[src/rtl/clock_pkg.sv]
// Shared state type, field limits and widths for the clock-setting controller.
package clock_pkg;

  typedef enum logic [1:0] {
    ST_RUN    = 2'd0,
    ST_SET_HH = 2'd1,
    ST_SET_MM = 2'd2,
    ST_SET_SS = 2'd3
  } state_t;

  localparam int HH_MAX = 23;
  localparam int MS_MAX = 59;
  localparam int HH_W   = 5;
  localparam int MS_W   = 6;

  // Blank bit of the field being edited, ordered {hh, mm, ss}.
  function automatic logic [2:0] fieldMask(input state_t st);
    logic [2:0] mask;
    mask = 3'b000;
    case (st)
      ST_SET_HH: mask = 3'b100;
      ST_SET_MM: mask = 3'b010;
      ST_SET_SS: mask = 3'b001;
      default:   mask = 3'b000;
    endcase
    return mask;
  endfunction

  function automatic state_t nextMode(input state_t st);
    state_t nxt;
    nxt = ST_RUN;
    case (st)
      ST_RUN:    nxt = ST_SET_HH;
      ST_SET_HH: nxt = ST_SET_MM;
      ST_SET_MM: nxt = ST_SET_SS;
      default:   nxt = ST_RUN;
    endcase
    return nxt;
  endfunction

endpackage

[src/rtl/wrap_counter.sv]
// Modulo-(MAX+1) up/down counter for one time field; carry flags an increment past MAX.
module wrap_counter #(
  parameter int MAX = 59,
  parameter int W   = 6
) (
  input  logic         clk,
  input  logic         load_zero,
  input  logic         inc,
  input  logic         dec,
  output logic [W-1:0] value,
  output logic         carry
);

  logic [W-1:0] r_value;
  logic         w_atMax;
  logic         w_atZero;

  assign w_atMax  = (r_value == W'(MAX));
  assign w_atZero = (r_value == '0);

  // Simultaneous inc and dec cancel out.
  always_ff @(posedge clk) begin
    if (load_zero) begin
      r_value <= '0;
    end else if (inc && !dec) begin
      r_value <= w_atMax ? '0 : r_value + W'(1);
    end else if (dec && !inc) begin
      r_value <= w_atZero ? W'(MAX) : r_value - W'(1);
    end
  end

  assign value = r_value;
  assign carry = inc && !dec && w_atMax;

endmodule

[src/rtl/clock_set_ctrl.sv]
// HH:MM:SS clock with a key-driven set mode and blinking field blanking.
// Define CLOCK_SET_TIMEOUT_EN to build the idle auto-exit from edit.
module clock_set_ctrl
  import clock_pkg::*;
#(
  parameter int BLINK_CYC = 25000000,
  parameter int TIMEOUT_S = 10
) (
  input  logic            clk,
  input  logic            rst,
  input  logic            tick_1hz,
  input  logic            key_mode,
  input  logic            key_inc,
  input  logic            key_dec,
  output logic [HH_W-1:0] hh,
  output logic [MS_W-1:0] mm,
  output logic [MS_W-1:0] ss,
  output logic [1:0]      mode,
  output logic [2:0]      blank
);

  localparam int BW = (BLINK_CYC > 1) ? $clog2(BLINK_CYC) : 1;

  state_t        r_state;
  logic [BW-1:0] r_blinkCnt;
  logic          r_hidden;
  logic [2:0]    r_blank;

  state_t        w_nextState;
  logic [BW-1:0] w_nextCnt;
  logic          w_nextHidden;
  logic          w_isRun;
  logic          w_editOk;
  logic          w_incOk;
  logic          w_decOk;
  logic          w_anyKey;
  logic          w_timeoutHit;
  logic          w_ssInc, w_ssDec, w_ssCarry;
  logic          w_mmInc, w_mmDec, w_mmCarry;
  logic          w_hhInc, w_hhDec;

  assign w_isRun  = (r_state == ST_RUN);
  assign w_anyKey = key_mode | key_inc | key_dec;
  // A mode press wins over inc/dec; inc together with dec is ignored.
  assign w_editOk = !w_isRun && !key_mode && (key_inc ^ key_dec);
  assign w_incOk  = w_editOk && key_inc;
  assign w_decOk  = w_editOk && key_dec;

  // Seconds come from tick_1hz directly, so there is no sub-second phase to carry across edits.
  assign w_ssInc = (w_isRun && tick_1hz) || ((r_state == ST_SET_SS) && w_incOk);
  assign w_ssDec = (r_state == ST_SET_SS) && w_decOk;
  assign w_mmInc = (w_isRun && w_ssCarry) || ((r_state == ST_SET_MM) && w_incOk);
  assign w_mmDec = (r_state == ST_SET_MM) && w_decOk;
  assign w_hhInc = (w_isRun && w_mmCarry) || ((r_state == ST_SET_HH) && w_incOk);
  assign w_hhDec = (r_state == ST_SET_HH) && w_decOk;

  wrap_counter #(.MAX(MS_MAX), .W(MS_W)) u_ss (
    .clk       (clk),
    .load_zero (rst),
    .inc       (w_ssInc),
    .dec       (w_ssDec),
    .value     (ss),
    .carry     (w_ssCarry)
  );

  wrap_counter #(.MAX(MS_MAX), .W(MS_W)) u_mm (
    .clk       (clk),
    .load_zero (rst),
    .inc       (w_mmInc),
    .dec       (w_mmDec),
    .value     (mm),
    .carry     (w_mmCarry)
  );

  wrap_counter #(.MAX(HH_MAX), .W(HH_W)) u_hh (
    .clk       (clk),
    .load_zero (rst),
    .inc       (w_hhInc),
    .dec       (w_hhDec),
    .value     (hh),
    .carry     ()
  );

`ifdef CLOCK_SET_TIMEOUT_EN
  localparam int TW = $clog2(TIMEOUT_S + 1);

  logic [TW-1:0] r_idleSecs;

  assign w_timeoutHit = !w_isRun && !w_anyKey && tick_1hz &&
                        (r_idleSecs == TW'(TIMEOUT_S - 1));

  always_ff @(posedge clk) begin
    if (rst) begin
      r_idleSecs <= '0;
    end else if (w_isRun || w_anyKey || w_timeoutHit) begin
      r_idleSecs <= '0;
    end else if (tick_1hz) begin
      r_idleSecs <= r_idleSecs + TW'(1);
    end
  end
`else
  assign w_timeoutHit = 1'b0;
`endif

  always_comb begin
    w_nextState = r_state;
    if (key_mode) begin
      w_nextState = nextMode(r_state);
    end else if (w_timeoutHit) begin
      w_nextState = ST_RUN;
    end
  end

  // Blink restarts visible on any state change or accepted edit.
  always_comb begin
    w_nextCnt    = r_blinkCnt;
    w_nextHidden = r_hidden;
    if ((w_nextState == ST_RUN) || (w_nextState != r_state) || w_incOk || w_decOk) begin
      w_nextCnt    = '0;
      w_nextHidden = 1'b0;
    end else if (r_blinkCnt == BW'(BLINK_CYC - 1)) begin
      w_nextCnt    = '0;
      w_nextHidden = !r_hidden;
    end else begin
      w_nextCnt    = r_blinkCnt + BW'(1);
    end
  end

  always_ff @(posedge clk) begin
    if (rst) begin
      r_state    <= ST_RUN;
      r_blinkCnt <= '0;
      r_hidden   <= 1'b0;
      r_blank    <= 3'b000;
    end else begin
      r_state    <= w_nextState;
      r_blinkCnt <= w_nextCnt;
      r_hidden   <= w_nextHidden;
      r_blank    <= w_nextHidden ? fieldMask(w_nextState) : 3'b000;
    end
  end

  assign mode  = r_state;
  assign blank = r_blank;

endmodule

[config.mk]
export PLATFORM = sky130hd
export DESIGN_NAME = clock_set_ctrl
export DESIGN_NICKNAME = d
export VERILOG_FILES = /design/src/rtl/clock_pkg.sv /design/src/rtl/wrap_counter.sv /design/src/rtl/clock_set_ctrl.sv
export SDC_FILE = /design/constraint.sdc
export NUM_CORES = 1
export LEC_CHECK = 0
export BUFFER_PORTS_ARGS = -buffer_cell sky130_fd_sc_hd__buf_4
export CORE_MARGIN = 3
export CORE_UTILIZATION = 60
export DETAILED_ROUTE_END_ITERATION = 8
export GPL_TIMING_DRIVEN = 0
export MAX_ROUTING_LAYER = met4
export PLACE_DENSITY = 0.77
export SYNTH_ARGS = -nofsm -noshare
export SYNTH_HDL_FRONTEND = slang
export SYNTH_SLANG_ARGS = --single-unit
[constraint.sdc]
create_clock -name clk -period 5.9 [get_ports clk]
set_clock_uncertainty 0.1 [all_clocks]
set_input_delay 1.18 -clock clk [delete_from_list [all_inputs] [get_ports clk]]
set_output_delay 1.18 -clock clk [all_outputs]
set_load 0.03 [all_outputs]
Word-level counts from Yosys, hierarchy flattened --
Index checks and enable logic that the tools add are counted.
Word-level totals: input bits 6, register bits after elaboration 48, output and inout bits 22
Cells by class: reduce and logical (&&, ||, !) cells 46, bitwise gates (word level) 2, eq/ne operators 11, multiplexer cells 17, add/subtract/negate cells 7
Operators by type and width (number):
- 2-to-1 mux 6 bit | 8
- adder 25 x 1 -> 25 bit, second input constant | 1
- == test 25 bit, second input constant | 1
- logical AND 1 bit | 21
- 2-to-1 mux 5 bit | 4
- adder 6 x 1 -> 6 bit, second input constant | 2
- == test 6 bit, second input constant | 2
- logical NOT 6 bit | 2
- subtractor 6 x 1 -> 6 bit, second input constant | 2
- logical NOT 1 bit | 9
- case mux 3 bit (3 select lines) | 1
- == test 2 bit, second input constant | 4
- logical OR 1 bit | 6
- case mux 2 bit (3 select lines) | 1
- nonzero test 2 bit | 3
- adder 5 x 1 -> 5 bit, second input constant | 1
- == test 5 bit, second input constant | 1
- logical NOT 5 bit | 1
- subtractor 5 x 1 -> 5 bit, second input constant | 1
- == test 2 x 1 -> 1 bit, second input constant | 2
- logical NOT 2 bit | 2
- OR reduction 3 bit | 1
- 2-to-1 mux 1 bit | 2
- 2-to-1 mux 2 bit | 1
- 4 further kinds | 4

Logic depth before layout (Yosys ltp) --
depth after elaboration 19, depth in mapped cells 18, depth with buffers taken out 15

Hierarchy --
A second synthesis with hierarchy kept.
Unflattened totals: cell total of the unflattened synthesis 348, area, all modules 3004.1 um^2
By module, submodules not included:
- clock_set_ctrl | area each 1551.5 um^2, times used 1, seq. area each 620.6 um^2, cells an instance 167
- wrap_counter (u_mm ...) | area each 541.8 um^2, times used 2, seq. area each 120.1 um^2, cells an instance 68
- wrap_counter (u_hh) | area each 369.1 um^2, times used 1, seq. area each 100.1 um^2, cells an instance 45

Least setup slack after synthesis --
No wires, ideal clock.
path type in2reg, from in key_mode, to reg u_hh.r_value[4] (netlist: u_hh.value[4]), data arrival time 4294 ps, setup slack 1435 ps, cell stages on the path 17, required time 5729 ps, cells stage by stage buf_2 -> nor3b_1 -> nand2_1 -> o21ai_0 -> ha_1 -> clkbuf_1 -> nand4_1 -> mux2i_1 -> ha_1 -> clkbuf_1 -> nand4_1 -> o21ai_0 -> ha_1 -> and3_1 -> a21oi_1 -> or3_1 -> a21oi_1
On the way: cells in the longest elaborated chain, start to end 17, elaborated cells between the ends (all ways) 28, classes of those cells mux (1); reduce/logical (27)
Ends and longest elaborated chain:
- from (decl) | line clock_set_ctrl.sv:12 | input logic key_mode,
- logical NOT 1 bit * | line clock_set_ctrl.sv:45 | assign w_editOk = !w_isRun && !key_mode && (key_inc ^ key_dec);
- logical AND 1 bit * (2 in a row) | line clock_set_ctrl.sv:45
- logical AND 1 bit (on tied branches) | line clock_set_ctrl.sv:46, clock_set_ctrl.sv:47
- logical AND 1 bit (on tied branches) | line clock_set_ctrl.sv:50, clock_set_ctrl.sv:51
- logical OR 1 bit / logical NOT 1 bit (equally long branches) | line clock_set_ctrl.sv:50, wrap_counter.sv:33
- logical AND 1 bit (2 in a row) | line wrap_counter.sv:33 | assign carry = inc && !dec && w_atMax;
- logical AND 1 bit | line clock_set_ctrl.sv:52 | assign w_mmInc = (w_isRun && w_ssCarry) || ((r_state == ST_SET_MM) && w_incOk);
- logical OR 1 bit | line clock_set_ctrl.sv:52
- logical AND 1 bit (2 in a row) | line wrap_counter.sv:33
- logical AND 1 bit | line clock_set_ctrl.sv:54 | assign w_hhInc = (w_isRun && w_mmCarry) || ((r_state == ST_SET_HH) && w_incOk);
- logical OR 1 bit | line clock_set_ctrl.sv:54
- logical NOT 1 bit | line wrap_counter.sv:27 | end else if (dec && !inc) begin
- logical AND 1 bit | line wrap_counter.sv:27
- nonzero test 2 bit (no line)
- to (signal assigned) | line wrap_counter.sv:26 | r_value <= w_atMax ? '0 : r_value + W'(1);
- to (signal assigned) | line wrap_counter.sv:28 | r_value <= w_atZero ? W'(MAX) : r_value - W'(1);
- to (decl) | line wrap_counter.sv:14 | logic [W-1:0] r_value;
Mark *: on every way between the ends. The rest lies on a longest branch, timed or not. A chain may end at the register's enable or synchronous reset.

Worst setup path in the final report --
Ends and elaborated chain as after synthesis.

==> impl_results.md <==
* FF+latch count, synth at 48
* TNS Setup at 0 ns
* CTS tree: built
* Vias per cell at approximately 6.2
* Resized Gates After CTS at 0
* Clk buf depth at 2
* Clock Pin Slew Worst Setup and Hold Paths at approximately 0.090 ns
* Diode count at 0
* Peak supply drop at 0.1749 mV
* Via count at 2866
* Worst hold path type: flop to flop
* Area leader, netlist: dfxtp_1
* Power density over cell area at 205.6 nW/µm²
* Hold Fails Final Rpt at 0
* Crit path largest cell delay at 0.38 ns
* Aggregate global routing overflow at 0
* Worst-path cell chain: buf_2 > nor3b_1 > nand2_1 > o21ai_0 > ha_1 > clkbuf_1 > nand4_1 > mux2i_1 > ha_1 > clkbuf_1 > nand4_1 > o21ai_0 > ha_1 > and3_1 > a21oi_1 > or3_1 > a21oi_1
* Post-synth ARST share at 0%
* CP max stage cell: clkbuf_1
* Syn_nets at 388
* WL final at 6735 µm
* Clock latency on the worst-skew pair at 0.30 ns
* Top cells by area, synth: dfxtp_1 32%, ha_1 6.6%, a211oi_1 3.7%
* Layout Nets at 421
* Die Ht at 77.00 µm
* IO Count at 28
* Avg Cell Area, Syn at 8.263 µm²
* Critical path type: primary input to flop
* Number of synthesized flops with an enable pin at 0
* Core ar. at 4786 µm²
* RSZ-0062 raised after global routing: no
* Die Width at 77.00 µm
* Count leader, synth: dfxtp_1
* IO buf count at 26
* Layout cells sized above 1 at approximately 14%
* Setup ws final at 0.9708 ns
* Seq/Total Area, Yosys at 31.77%
* Min-delay src: r_blinkCnt[0]$_SDFF_PP0_
* Clock Sinks at 48
* Area growth syn-to-layout at 12.25%
* DRT iter0 DRCs at 195
* Max FO, Critical Path at 10
* Final GP Congestion at 0.9155
* Vias in the first global route at 2620
* Final Max Tran Viols at 0
* Worst setup SP type: primary input
* H-tree depth at 2
* Pleak at 1.205 nW
* Post-Syn Area at 3024 µm²
* Initial antenna violation count at 0
* Rows at 25
* Worst setup EP type: flop
* Dpl ws at 0.7241 ns
* Starting density of the core at 63.19%
* Post-DP HPWL at 4937 µm
* Final setup vio count at 0
* Area share of the largest cell type after synthesis at 31.77%
* Synth cell types at 54
* CTS Buf Count at 5
* Post-Synthesis Cells at 366
* Die area at roughly 5900 µm²
* Setup crit start: key_mode
* YS warnings at 0
* Rel. slew slack at approximately three fifths
* Final ANT Viol Nets at 0
* Most used cell, CP: ha_1
* Hold bufs inserted after CTS at 0
* Routed WL per cell at 14.45 µm
* Final period util at 83.55%
* First-pass GRT wire length at 11550 µm
* Critical path required time at 6.03 ns
* Crit path arrival time at 5.06 ns
* Least-Margin Pin Slew at about 0.6 ns
* Reported max-cap violation count at 0
* DRC Markers at 0
* Root Driver: clkbuf_8
* Status: finished, final reports clean
* Filler cells at 403
* GRT Overall Usage at 24.02%
* Largest net degree at the start of global routing at 15
* Final min period at 4.929 ns
* Post-CTS setup buffer count at 0
* Max frequency at 202.9 MHz
* Synth Flop Type: dfxtp_1
* Synth top cells by count: 48 x dfxtp_1, 21 x inv_1, 21 x nand2_1, 18 x a21oi_1, 18 x nor3_1
* TritonRoute pass-1 iters at 5
* Reg-to-Reg Start: mode[0]$_SDFF_PP0_
[registers in the layout (all words and copies together), names as in the netlist]
| name | cells |
|---|---|
| u_mm.value | 6 |
| mode | 2 |
| r_blinkCnt | 25 |
| u_ss.value | 6 |
| blank | 3 |
| u_hh.value | 5 |
| r_hidden | 1 |
[critical path, delay by kind of cell]
kind	cells	cell delay [ns]
fa+ha+maj	3	0.79
buf+inv	3	0.89
simple gates	6	1.44
compound gates	4	0.54
mux	1	0.22
[power breakdown]
part | leakage [nW] | total, mW | switching (mW) | internal (mW)
clock | 0.0473 | 0.204 | 0.110 | 0.0936
combinational | 0.769 | 0.147 | 0.0874 | 0.0593
sequential | 0.388 | 0.347 | 0.0136 | 0.334
[worst paths after layout]
path / end / slack (ns) / cells after the start
min: r_blinkCnt[0]$_SDFF_PP0_ / 0.39 / 1
min reg2reg: r_blinkCnt[0]$_SDFF_PP0_ / 0.39 / 1
max reg2reg: u_hh.value[4]$_SDFFE_PP0P_ / 1.19 / 18
max: u_hh.value[4]$_SDFFE_PP0P_ / 0.97 / 17
[stage by stage]
step / utilization (%) / cell area, µm² / std cells / total power [mW] / hold slack (ns)
2_1_floorplan: - / 3024 / 366 / 0.4613 / 0.3480
3_3_place_gp: 69.02 / 3303 / 459 / 0.4973 / 0.3651
3_5_place_dp: 69.02 / 3303 / 459 / 0.4997 / 0.3792
4_1_cts: 70.93 / 3395 / 466 / 0.7028 / 0.3912
5_1_grt: 70.93 / 3395 / 466 / 0.7329 / 0.4149
6_report: 70.93 / 3395 / 466 / 0.6978 / 0.3927
[logic make-up after synthesis]
kind of cell,Yosys count,share of synthesized area [%]
AOI/OAI and AO/OA,91,20.89
xor gates and xnor gates,18,5.213
adders and majority gates,16,6.620
buffers and inverters,42,5.875
DFF,48,31.77
muxes,4,1.324
and+or+nand+nor,147,28.30
[cell type report]
type	instances	area, µm²	share of cell area, %
clock buffers	6	82.58	2.433
well taps	67	83.83	2.470
clock inverters	1	8.758	0.2580
repair buffers	26	195.2	5.750
flip-flops and latches	48	960.9	28.31
multi-input cells	276	1886	55.55
inverters	21	78.83	2.322
plain buffers	21	98.84	2.912
[routing by layer]
metal / track usage, % / vias up / routed length (µm)
met4: 7.117 / 0 / 80
met3: 4.460 / 9 / 368
met5: - / - / 0
met2: 39.11 / 91 / 3117
li1: - / 1446 / -
met1: 30.44 / 1320 / 3168
[cell usage in the layout, fill, tap and decap left out, types with 5 or more instances in the layout]
master and n:
nor3b_1 7, nor2_1 14, inv_1 21, a31oi_1 5, nand3_1 15, dfxtp_1 48
and3_1 8, xnor2_1 8, o21ai_0 17, or4_1 6, nand2_1 21, clkbuf_8 6
ha_1 16, buf_4 27, xor2_1 10, clkbuf_1 12, a21oi_1 18, nand4_1 14
and2_1 5, buf_2 7, a211oi_1 15, nor3_1 18, o31ai_1 7, or3_1 11
Power figures use the tool's default switching activity.
